`config.mk`:
```
export PLATFORM = sky130hd
export DESIGN_NAME = bsg_link_downstream_mc
export DESIGN_NICKNAME = d
export VERILOG_FILES = /design/src/rtl/bsg_link_downstream_mc.sv
export SDC_FILE = /design/constraint.sdc
export NUM_CORES = 1
export LEC_CHECK = 0
export CELL_PAD_IN_SITES_DETAIL_PLACEMENT = 0
export CELL_PAD_IN_SITES_GLOBAL_PLACEMENT = 2
export CORE_AREA = 2 2 289 291
export CTS_CLUSTER_DIAMETER = 60
export DETAILED_ROUTE_END_ITERATION = 7
export DIE_AREA = 0 0 291 293
export HOLD_SLACK_MARGIN = 0.02
export PLACE_DENSITY_LB_ADDON = 0.12
export SLEW_MARGIN = 10
export SYNTH_ARGS = -nofsm -noshare
export SYNTH_HDL_FRONTEND = slang
export SYNTH_SLANG_ARGS = --single-unit
```
`constraint.sdc`:
```
create_clock -name clk -period 7.8 [get_ports clk]
set_input_delay 1.95 -clock clk [delete_from_list [all_inputs] [get_ports clk]]
set_output_delay 1.95 -clock clk [all_outputs]
set_load 0.01 [all_outputs]
```
`src/rtl/bsg_link_downstream_mc.sv`:
```
// Multi-channel link receiver: reassembles io flits into core words, buffers them
// per channel in a small FIFO and returns a credit token toggle per batch of pops.
module bsg_link_downstream_mc #(
    parameter int IO_W        = 8,
    parameter int RATIO       = 4,
    parameter int CHANNELS    = 2,
    parameter int DEPTH       = 8,
    parameter int TOKEN_BATCH = 2,
    localparam int CORE_W     = IO_W * RATIO,
    localparam int OCC_W      = $clog2(DEPTH + 1)
) (
    input  logic                         clk,
    input  logic                         rst,
    input  logic [CHANNELS-1:0]          io_valid_i,
    input  logic [CHANNELS*IO_W-1:0]     io_data_i,
    output logic [CHANNELS-1:0]          core_valid_o,
    output logic [CHANNELS*CORE_W-1:0]   core_data_o,
    input  logic [CHANNELS-1:0]          core_yumi_i,
    output logic [CHANNELS-1:0]          token_o,
    output logic [CHANNELS-1:0]          overflow_o,
    output logic [CHANNELS*OCC_W-1:0]    occupancy_o
);

    localparam int AW    = $clog2(DEPTH);
    localparam int PTR_W = AW + 1;
    localparam int CNT_W = (RATIO > 1) ? $clog2(RATIO) : 1;
    localparam int POP_W = (TOKEN_BATCH > 1) ? $clog2(TOKEN_BATCH) : 1;

    genvar gi;
    generate
        for (gi = 0; gi < CHANNELS; gi++) begin : g_ch
            logic [CNT_W-1:0]  cnt_reg;
            logic [CORE_W-1:0] asm_reg;
            logic [CORE_W-1:0] word_next;
            logic [PTR_W-1:0]  wptr_reg;
            logic [PTR_W-1:0]  rptr_reg;
            logic [POP_W-1:0]  pop_cnt_reg;
            logic              token_reg;
            logic              overflow_reg;
            logic [CORE_W-1:0] mem [DEPTH];
            logic              last_flit;
            logic              full;
            logic              empty;
            logic              push;
            logic              pop;

            assign last_flit = io_valid_i[gi] && (cnt_reg == CNT_W'(RATIO - 1));
            assign empty     = (wptr_reg == rptr_reg);
            assign full      = (wptr_reg[AW] != rptr_reg[AW]) &&
                               (wptr_reg[AW-1:0] == rptr_reg[AW-1:0]);
            assign pop       = core_yumi_i[gi] && !empty;
            // A pop in the same cycle frees the slot, so a full FIFO still accepts.
            assign push      = last_flit && (!full || pop);

            always_comb begin
                word_next = asm_reg;
                word_next[cnt_reg*IO_W +: IO_W] = io_data_i[gi*IO_W +: IO_W];
            end

            always_ff @(posedge clk) begin
                if (!rst) begin
                    cnt_reg      <= '0;
                    asm_reg      <= '0;
                    wptr_reg     <= '0;
                    rptr_reg     <= '0;
                    pop_cnt_reg  <= '0;
                    token_reg    <= 1'b0;
                    overflow_reg <= 1'b0;
                end else begin
                    if (io_valid_i[gi]) begin
                        asm_reg <= word_next;
                        cnt_reg <= last_flit ? '0 : cnt_reg + CNT_W'(1);
                    end
                    if (push) begin
                        wptr_reg <= wptr_reg + PTR_W'(1);
                    end
                    if (last_flit && full && !pop) begin
                        overflow_reg <= 1'b1;
                    end
                    if (pop) begin
                        rptr_reg <= rptr_reg + PTR_W'(1);
                        if (pop_cnt_reg == POP_W'(TOKEN_BATCH - 1)) begin
                            pop_cnt_reg <= '0;
                            token_reg   <= ~token_reg;
                        end else begin
                            pop_cnt_reg <= pop_cnt_reg + POP_W'(1);
                        end
                    end
                end
            end

            // Storage is deliberately left out of reset.
            always_ff @(posedge clk) begin
                if (rst && push) begin
                    mem[wptr_reg[AW-1:0]] <= word_next;
                end
            end

            assign core_valid_o[gi]                  = !empty;
            assign core_data_o[gi*CORE_W +: CORE_W]  = mem[rptr_reg[AW-1:0]];
            assign token_o[gi]                       = token_reg;
            assign overflow_o[gi]                    = overflow_reg;
            assign occupancy_o[gi*OCC_W +: OCC_W]    = OCC_W'(wptr_reg - rptr_reg);
        end
    endgenerate

endmodule

```
; ---- Word level (Yosys, flattened, before mapping)
; Memory sizes are Yosys's and may differ from the RTL's. A register that Yosys moved wholly into a read port is not among the register bits.
; Index checks and enable logic that the tools add are counted.
[totals]
regBits = 90
ram_bits = 512
input_bits = 22
output_inout_bits = 78
word_cells = 80
mem_count = 2
[op_classes]
n_addsub = 12
n_eq_ne = 8
n_shift = 4
n_mux = 14
n_bitwise = 2
reduce_logical = 24
[memory_table]
columns = memory, words, word_bits, read_ports, rd_ports_with_merged_regs, write_ports, line
row1 = g_ch[0].mem, 8, 32, 1, 1, 1, 40  ; logic [CORE_W-1:0] mem [DEPTH];
row2 = g_ch[1].mem, 8, 32, 1, 1, 1, 40
[op_table]
columns = operator, count
row1 = negator 5 -> 34 bit, 2
row2 = "variable shift 8 x 34 -> 32 bit, first input constant", 2
row3 = indexed part select 8 x 34 -> 32 bit, 2
row4 = bitwise mux 32 bit, 2
row5 = "adder 4 x 1 -> 4 bit, second input constant", 4
row6 = logical AND 1 bit, 14
row7 = 2-to-1 mux 3 bit, 4
row8 = equality test 4 bit, 2
row9 = subtractor 4 bit, 2
row10 = equality test 3 bit, 2
row11 = logical NOT 1 bit, 6
row12 = 2-to-1 mux 1 bit, 6
row13 = "adder 2 x 1 -> 2 bit, second input constant", 2
row14 = "equality test 2 bit, second input constant", 2
row15 = 2-to-1 mux 2 bit, 2
row16 = AND reduction 2 bit, 2
row17 = "adder 1 bit, second input constant", 2
row18 = logical OR 1 bit, 2
row19 = inequality test 1 bit, 2
row20 = inverter 1 bit, 2

; ---- Depth between registers and ports, before layout
; Gate-level depths: netlist (run 1).
[depth]
depth_word = 8
depth_mapped = 9

; ---- Worst setup path before layout (run 1)
; Ideal clock, no wire load.
[synth_path]
path_kind = input to register
start = in rst
end = mem g_ch[1].mem[4][0] (netlist bit) (enable)
t_arrival_ps = 5654
slack_ps = 1644
cell_stages = 4
cell_sequence = clkbuf_1 > clkbuf_1 > nand2_1 > nor4_1
[synth_via]
elab_chain_len = 3
[synth_rtl]
columns = element, line
row1 = start: declaration, 13  ; input logic rst,
row2 = logical AND 1 bit, 94  ; if (rst && push) begin
row3 = 2-to-1 mux 1 bit, 94
row4 = 2-to-1 mux 1 bit (not written as such), 95  ; mem[wptr_reg[AW-1:0]] <= word_next;
row5 = end: declaration, 40
; No other way between the ends.

==> results.sh, run 1 <==
export IMPL_cts_sinks=608
export IMPL_fin_crit_ns=5.534
export IMPL_drive_above_1_share=0.2341
export IMPL_syn_to_final_growth_pct=18.69
export IMPL_ys_warnings_count=0
export IMPL_synth_edf_count=512
export IMPL_critPathKind="reg -> out"
export IMPL_p_leak_nw=8.405
export IMPL_clkLatencyLatePin_ns=0.59
export IMPL_maxSlewViolCount=0
export IMPL_via_per_inst=4.715
export IMPL_postCtsSetupRepairBufs=0
export IMPL_place_congestion=0.6761
export IMPL_worst_hold_path_num_cells=1
export IMPL_rsz0062_at_grt="false"
export IMPL_synth_yosys_seq_area_share=0.7065
export IMPL_async_flop_share=0
export IMPL_crit_path_max_fanout=37
export IMPL_critPathMaxStageDelay_ns=0.90
export IMPL_cts_tree="built"
export IMPL_grt_pass1_wl_mm=89.04
export IMPL_die_area_sq_mm=0.08526
export IMPL_totalPowerFinal_mw=7.199
export IMPL_hold_class="reg -> reg"
export IMPL_detailed_place_hpwl_mm=33.96
export IMPL_layout_common_cells="edfxtp_1, mux4_2, clkdlybuf4s50_1"
export IMPL_crit_cells=4
export IMPL_synth_cell_types=45
export IMPL_synthFlopType="edfxtp_1"
export IMPL_clk_path_buf_depth=3
export IMPL_regArea_sq_mm=0.01731
export IMPL_cpMaxStageDelayCell="dfxtp_4"
export IMPL_synth_nets=1450
export IMPL_diodes=0
export IMPL_period_share=0.7094
export IMPL_clk_pin_slew_ns=0.05
export IMPL_worstMarginPinSlew_ns=1.167
export IMPL_fillers=7685
export IMPL_cts_resized=0
export IMPL_htreeDepth=3
export IMPL_worst_ep_arrival_time_ns=3.58
export IMPL_ant_nets=0
export IMPL_status="complete, no violations"
export IMPL_synth_seq_cells=608
export IMPL_drt_pass1_iter_count=4
export IMPL_largest_reg_flops=512
export IMPL_num_rows=105
export IMPL_cap_violations=0
export IMPL_endpoint_kind="primary output"
export IMPL_grt_max_degree=60
export IMPL_cp_start_kind="flop"
export IMPL_fin_nets=1557
export IMPL_die_width_microns=291
export IMPL_coreArea_sq_mm=0.08185
export IMPL_power_density_mw_per_mm2=247.7
export IMPL_drt_wirelength_per_cell_microns=22.69
export IMPL_initial_core_util=0.2991
export IMPL_vias=12460
export IMPL_crit_family="buffers and inverters"
export IMPL_die_h_microns=293
export IMPL_grt_ovfl_total=0
export IMPL_fin_skew_ns=0.01889
export IMPL_path_cells="buf_4 > mux4_2 > mux2_2 > clkdlybuf4s50_1"
export IMPL_hold_buffers=0
export IMPL_cts_buffers=75
export IMPL_fmax_mhz=180.7
export IMPL_drt_initial_drc_count=785
export IMPL_track_usage=0.1415
export IMPL_drc=0
export IMPL_slew_headroom=0.2136
export IMPL_final_setup_tns_ns=0
export IMPL_required_ns=5.85
export IMPL_avgSynthCellArea_sq_um=17.41
export IMPL_routed_wl_mm=59.96
export IMPL_crit_buf_inv=2
export IMPL_ios=100
export IMPL_antenna_found_initial=1
export IMPL_whs_ns=0.4727
export IMPL_hold_viol=0
export IMPL_finalInstanceArea_sq_mm=0.02906
export IMPL_syn_inst=1406
export IMPL_rr_worst_depth=7
export IMPL_placed_cell_area_sq_mm=0.02659
export IMPL_finalSetupViolCount=0
export IMPL_final_common_cell="edfxtp_1"
export IMPL_io_buffers=99
export IMPL_first_global_vias=13250
export IMPL_clock_root_buffer="clkbuf_16"
export IMPL_ir_worst_vdd_v=0.0001195
export IMPL_multiInputGateArea_sq_mm=0.006442
export IMPL_synth_area_sq_mm=0.02448
## stage by stage
| stage | std cells | utilization | worst slack, ns |
|---|---|---|---|
| global placement | 2506 | 0.3249 | 2.749 |
| CTS | 2642 | 0.3550 | 2.098 |
| global route | 2642 | 0.3550 | 1.971 |
| detailed placement | 2506 | 0.3249 | 2.751 |
| floorplan | 1406 | - | 1.644 |
| finish | 2642 | 0.3550 | 2.266 |
## logic make-up (layout without fill, tap and decap cells)
family / Yosys count / after routing / share of synthesized area
DFF: 608 / 608 / 0.7065
and+or+nand+nor: 228 / 228 / 0.04998
muxes: 196 / 196 / 0.1488
buffers and inverters: 180 / 346 / 0.03480
AOI/OAI and AO/OA: 154 / 154 / 0.04099
adders and majority gates: 22 / 22 / 0.01186
xor gates and xnor gates: 18 / 18 / 0.007052
## worst register-to-register path: cells and delay by family (launching register included)
family                   cells  cell delay, ns
AO/OA/AOI/OAI                1            0.15
adder cells (fa/ha/maj)      1            0.36
buffers and inverters        2            0.63
flip-flops                   1            0.53
AND/OR/NAND/NOR              3            1.21
## final timing paths
kind	slack [ns]	startpoint	endpoint
worst max-delay path	2.27	flop	core_data_o[63]
worst min-delay path	0.47	g_ch[0].overflow_reg	g_ch[0].overflow_reg
worst max register to register	4.56	g_ch[0].wptr_reg[0]	g_ch[0].mem[3][25]
worst min register to register	0.47	g_ch[0].overflow_reg	g_ch[0].overflow_reg
## routing by layer
| layer | wire, microns | GRT usage | up-vias |
|---|---|---|---|
| met5 | 0 | 0 | - |
| met4 | 1057 | 0.04006 | 0 |
| met3 | 1938 | 0.02179 | 77 |
| met2 | 27190 | 0.2181 | 196 |
| met1 | 29770 | 0.2072 | 6555 |
| li1 | - | - | 5628 |
## report_power, final
part           switching [mW]  internal (mW)  total [mW]
clock network            1.35           2.12        3.46
logic                   0.127         0.0814       0.209
registers              0.0132           3.51        3.53
## Yosys cell counts, drive strengths merged (4+ instances only)
cell type	number	share of area
nand3	9	0.0018
xor2	4	0.0014
nand2	88	0.014
mux2i	4	0.0016
mux2	64	0.029
nor3	4	0.00082
a22oi	64	0.020
buf	66	0.017
edfxtp	512	0.63
nor4	8	0.0020
o21ai	71	0.015
clkbuf	30	0.0048
mux4	128	0.12
nor2b	66	0.017
ha	20	0.010
dfxtp	96	0.078
nor2	10	0.0015
inv	84	0.013
and2	23	0.0059
xnor2	14	0.0056
a21oi	8	0.0016
## area by class of cell
cell class	instances	area share
multi-input combinational	618	0.2217
inverter	84	0.01085
tap	1070	0.04607
timing repair buffer	126	0.04091
clock buffer	91	0.06812
sequential	608	0.5957
clock inverter	45	0.01666
(Power assumes the default switching activity.)
==> inputs of run 2 (changes only) <==
clock period = 4.5 ns   (was 7.8 ns; I/O delays follow)
==> run 2 against run 1 <==
Clock skew up 0.0097 ns. Die area unchanged. Hold slack better by 0.0058 ns. Global-route usage up 0.33 points. Setup slack worse by 1.9 ns. Non-clock buffer count up 22. Sequential power up 73%. Count of clock-buffer cells in the layout unchanged. Clock power up 64%. Cell count up 0.64%.
==> results.sh, run 2 (synthesis gave the netlist of run 1 again) <==
export IMPL_cts_tree="built"
export IMPL_placed_cell_area_sq_mm=0.02689
export IMPL_detailed_place_hpwl_mm=36.18
export IMPL_power_density_mw_per_mm2=416.4
export IMPL_postLayoutCoreUtil=0.3569
export IMPL_clock_root_buffer="clkbuf_16"
export IMPL_via_per_inst=4.657
export IMPL_die_area_sq_mm=0.08526
export IMPL_grt_max_degree=65
export IMPL_p_int_mw=9.615
export IMPL_p_leak_nw=8.469
export IMPL_die_h_microns=293
export IMPL_postCtsSetupRepairBufs=0
export IMPL_status="complete, no violations"
export IMPL_clockPowerShare=0.467
export IMPL_rsz0062_at_grt="false"
export IMPL_crit_family="buffers and inverters"
export IMPL_grt_ovfl_total=0
export IMPL_fin_nets=1575
export IMPL_coreArea_sq_mm=0.08185
export IMPL_worstMarginPinSlew_ns=1.263
export IMPL_cts_sinks=608
export IMPL_syn_to_final_growth_pct=19.30
export IMPL_clk_path_buf_depth=3
export IMPL_finalInstanceArea_sq_mm=0.02921
export IMPL_hold_buffers=0
export IMPL_drive_above_1_share=0.2387
export IMPL_routed_wl_mm=61.43
export IMPL_maxSlewViolCount=0
export IMPL_final_setup_tns_ns=0
export IMPL_slew_headroom=0.1494
export IMPL_drt_initial_drc_count=748
export IMPL_cpMaxStageDelayCell="clkdlybuf4s50_1"
export IMPL_ir_worst_vdd_v=0.0002228
export IMPL_vias=12380
export IMPL_num_rows=105
export IMPL_p_sw_frac=0.2095
export IMPL_finalSetupViolCount=0
export IMPL_worst_ep_arrival_time_ns=2.99
export IMPL_final_common_cell="edfxtp_1"
export IMPL_largest_reg_flops=512
export IMPL_clk_pin_slew_ns=0.06
export IMPL_drt_wirelength_per_cell_microns=23.10
export IMPL_drt_pass1_iter_count=5
export IMPL_dp_slack_ns=0.9550
export IMPL_die_width_microns=291
export IMPL_cts_resized=0
export IMPL_combPwrFrac=0.031
export IMPL_cts_buffers=71
export IMPL_htreeDepth=3
export IMPL_cp_start_kind="flop"
export IMPL_track_usage=0.1449
export IMPL_io_buffers=99
export IMPL_critPathMaxStageDelay_ns=0.62
export IMPL_fmax_mhz=242.8
export IMPL_critPathKind="reg -> out"
export IMPL_initial_core_util=0.2991
export IMPL_cap_violations=0
export IMPL_ant_nets=0
export IMPL_place_congestion=0.6928
export IMPL_path_cells="inv_1 > ha_1 > fa_1 > xnor2_1 > clkdlybuf4s50_1"
export IMPL_fin_skew_ns=0.02862
export IMPL_crit_path_max_fanout=8
export IMPL_period_share=0.9154
export IMPL_worst_slack_ns=0.3808
export IMPL_first_global_vias=12800
export IMPL_endpoint_kind="primary output"
export IMPL_crit_buf_inv=2
export IMPL_required_ns=3.38
export IMPL_seq_power_share=0.502
export IMPL_totalPowerFinal_mw=12.16
export IMPL_drc=0
export IMPL_antenna_found_initial=1
export IMPL_switchingPower_mw=2.548
export IMPL_clkLatencyLatePin_ns=0.61
export IMPL_layout_common_cells="edfxtp_1, mux4_2, clkdlybuf4s50_1"
export IMPL_grt_pass1_wl_mm=89.65
export IMPL_fin_crit_ns=4.119
export IMPL_hold_class="reg -> reg"
export IMPL_hold_viol=0
export IMPL_ios=100
[run 2: changes by cell type in the layout (fill, tap and decap cells not counted), moves of 3 or more]
cell,before,now
buf_12,0,10
clkinv_2,12,8
clkbuf_16,77,73
clkinv_1,11,15
buf_4,27,39
inv_6,7,2
bufinv_16,9,6
[run 2: area by class of cell]
cell class,instances,area [sq um]
clock buffer,91,1914
sequential,608,17310
inverter,84,315.3
timing repair buffer,148,1479
antenna,1,2.502
multi-input combinational,618,6449
tap,1070,1339
clock inverter,39,400.4
fill,7692,52640
[run 2: power groups by stage]
| stage | Clock (mW) | Combinational, mW | Sequential [mW] |
|---|---|---|---|
| floorplan | 0 | 0.234 | 6.21 |
| global placement | 0 | 0.385 | 6.22 |
| detailed placement | 0 | 0.387 | 6.22 |
| CTS | 5.87 | 0.389 | 6.11 |
| global route | 6.07 | 0.417 | 6.11 |
| finish | 5.68 | 0.380 | 6.11 |
[run 2: stage by stage]
step | cells | hold WS (ns)
6_report | 2659 | 0.4785
5_1_grt | 2658 | 0.5092
4_1_cts | 2658 | 0.4832
3_5_place_dp | 2528 | 0.4692
3_3_place_gp | 2528 | 0.4539
2_1_floorplan | 1406 | 0.4419
[run 2: worst reg2reg max path: stages, from the launching register on]
cell	delay [ns]
dfxtp_1	0.55
ha_1	0.58
nor4bb_2	0.95
nand2_1	0.10
o21ai_0	0.48
[run 2: path summary, 6_finish.rpt]
| kind | start | endpoint | slack, ns | cells past startpoint |
|---|---|---|---|---|
| setup reg to reg | g_ch[1].cnt_reg[0] | g_ch[1].mem[3][25] | 1.49 | 4 |
| setup / recovery | g_ch[1].wptr_reg[0] | occupancy_o[6] | 0.38 | 5 |
| hold / removal | g_ch[1].overflow_reg | g_ch[1].overflow_reg | 0.48 | 1 |
| hold reg to reg | g_ch[1].overflow_reg | g_ch[1].overflow_reg | 0.48 | 1 |
[run 2: routing by layer]
metal  vias up  track usage  share of wire
met5         -            0              0
met4         0      0.03753          0.014
met3        63      0.02693          0.042
met2       212       0.2193           0.45
met1      6435       0.2139           0.49
li1       5673            -              -
==> inputs of run 3 (changes only) <==
ABC_CLOCK_PERIOD_IN_PS = 4500   (was not set)
==> results of run 3 <==
The final DEF is identical to that of run 2; final timing and power are the same.
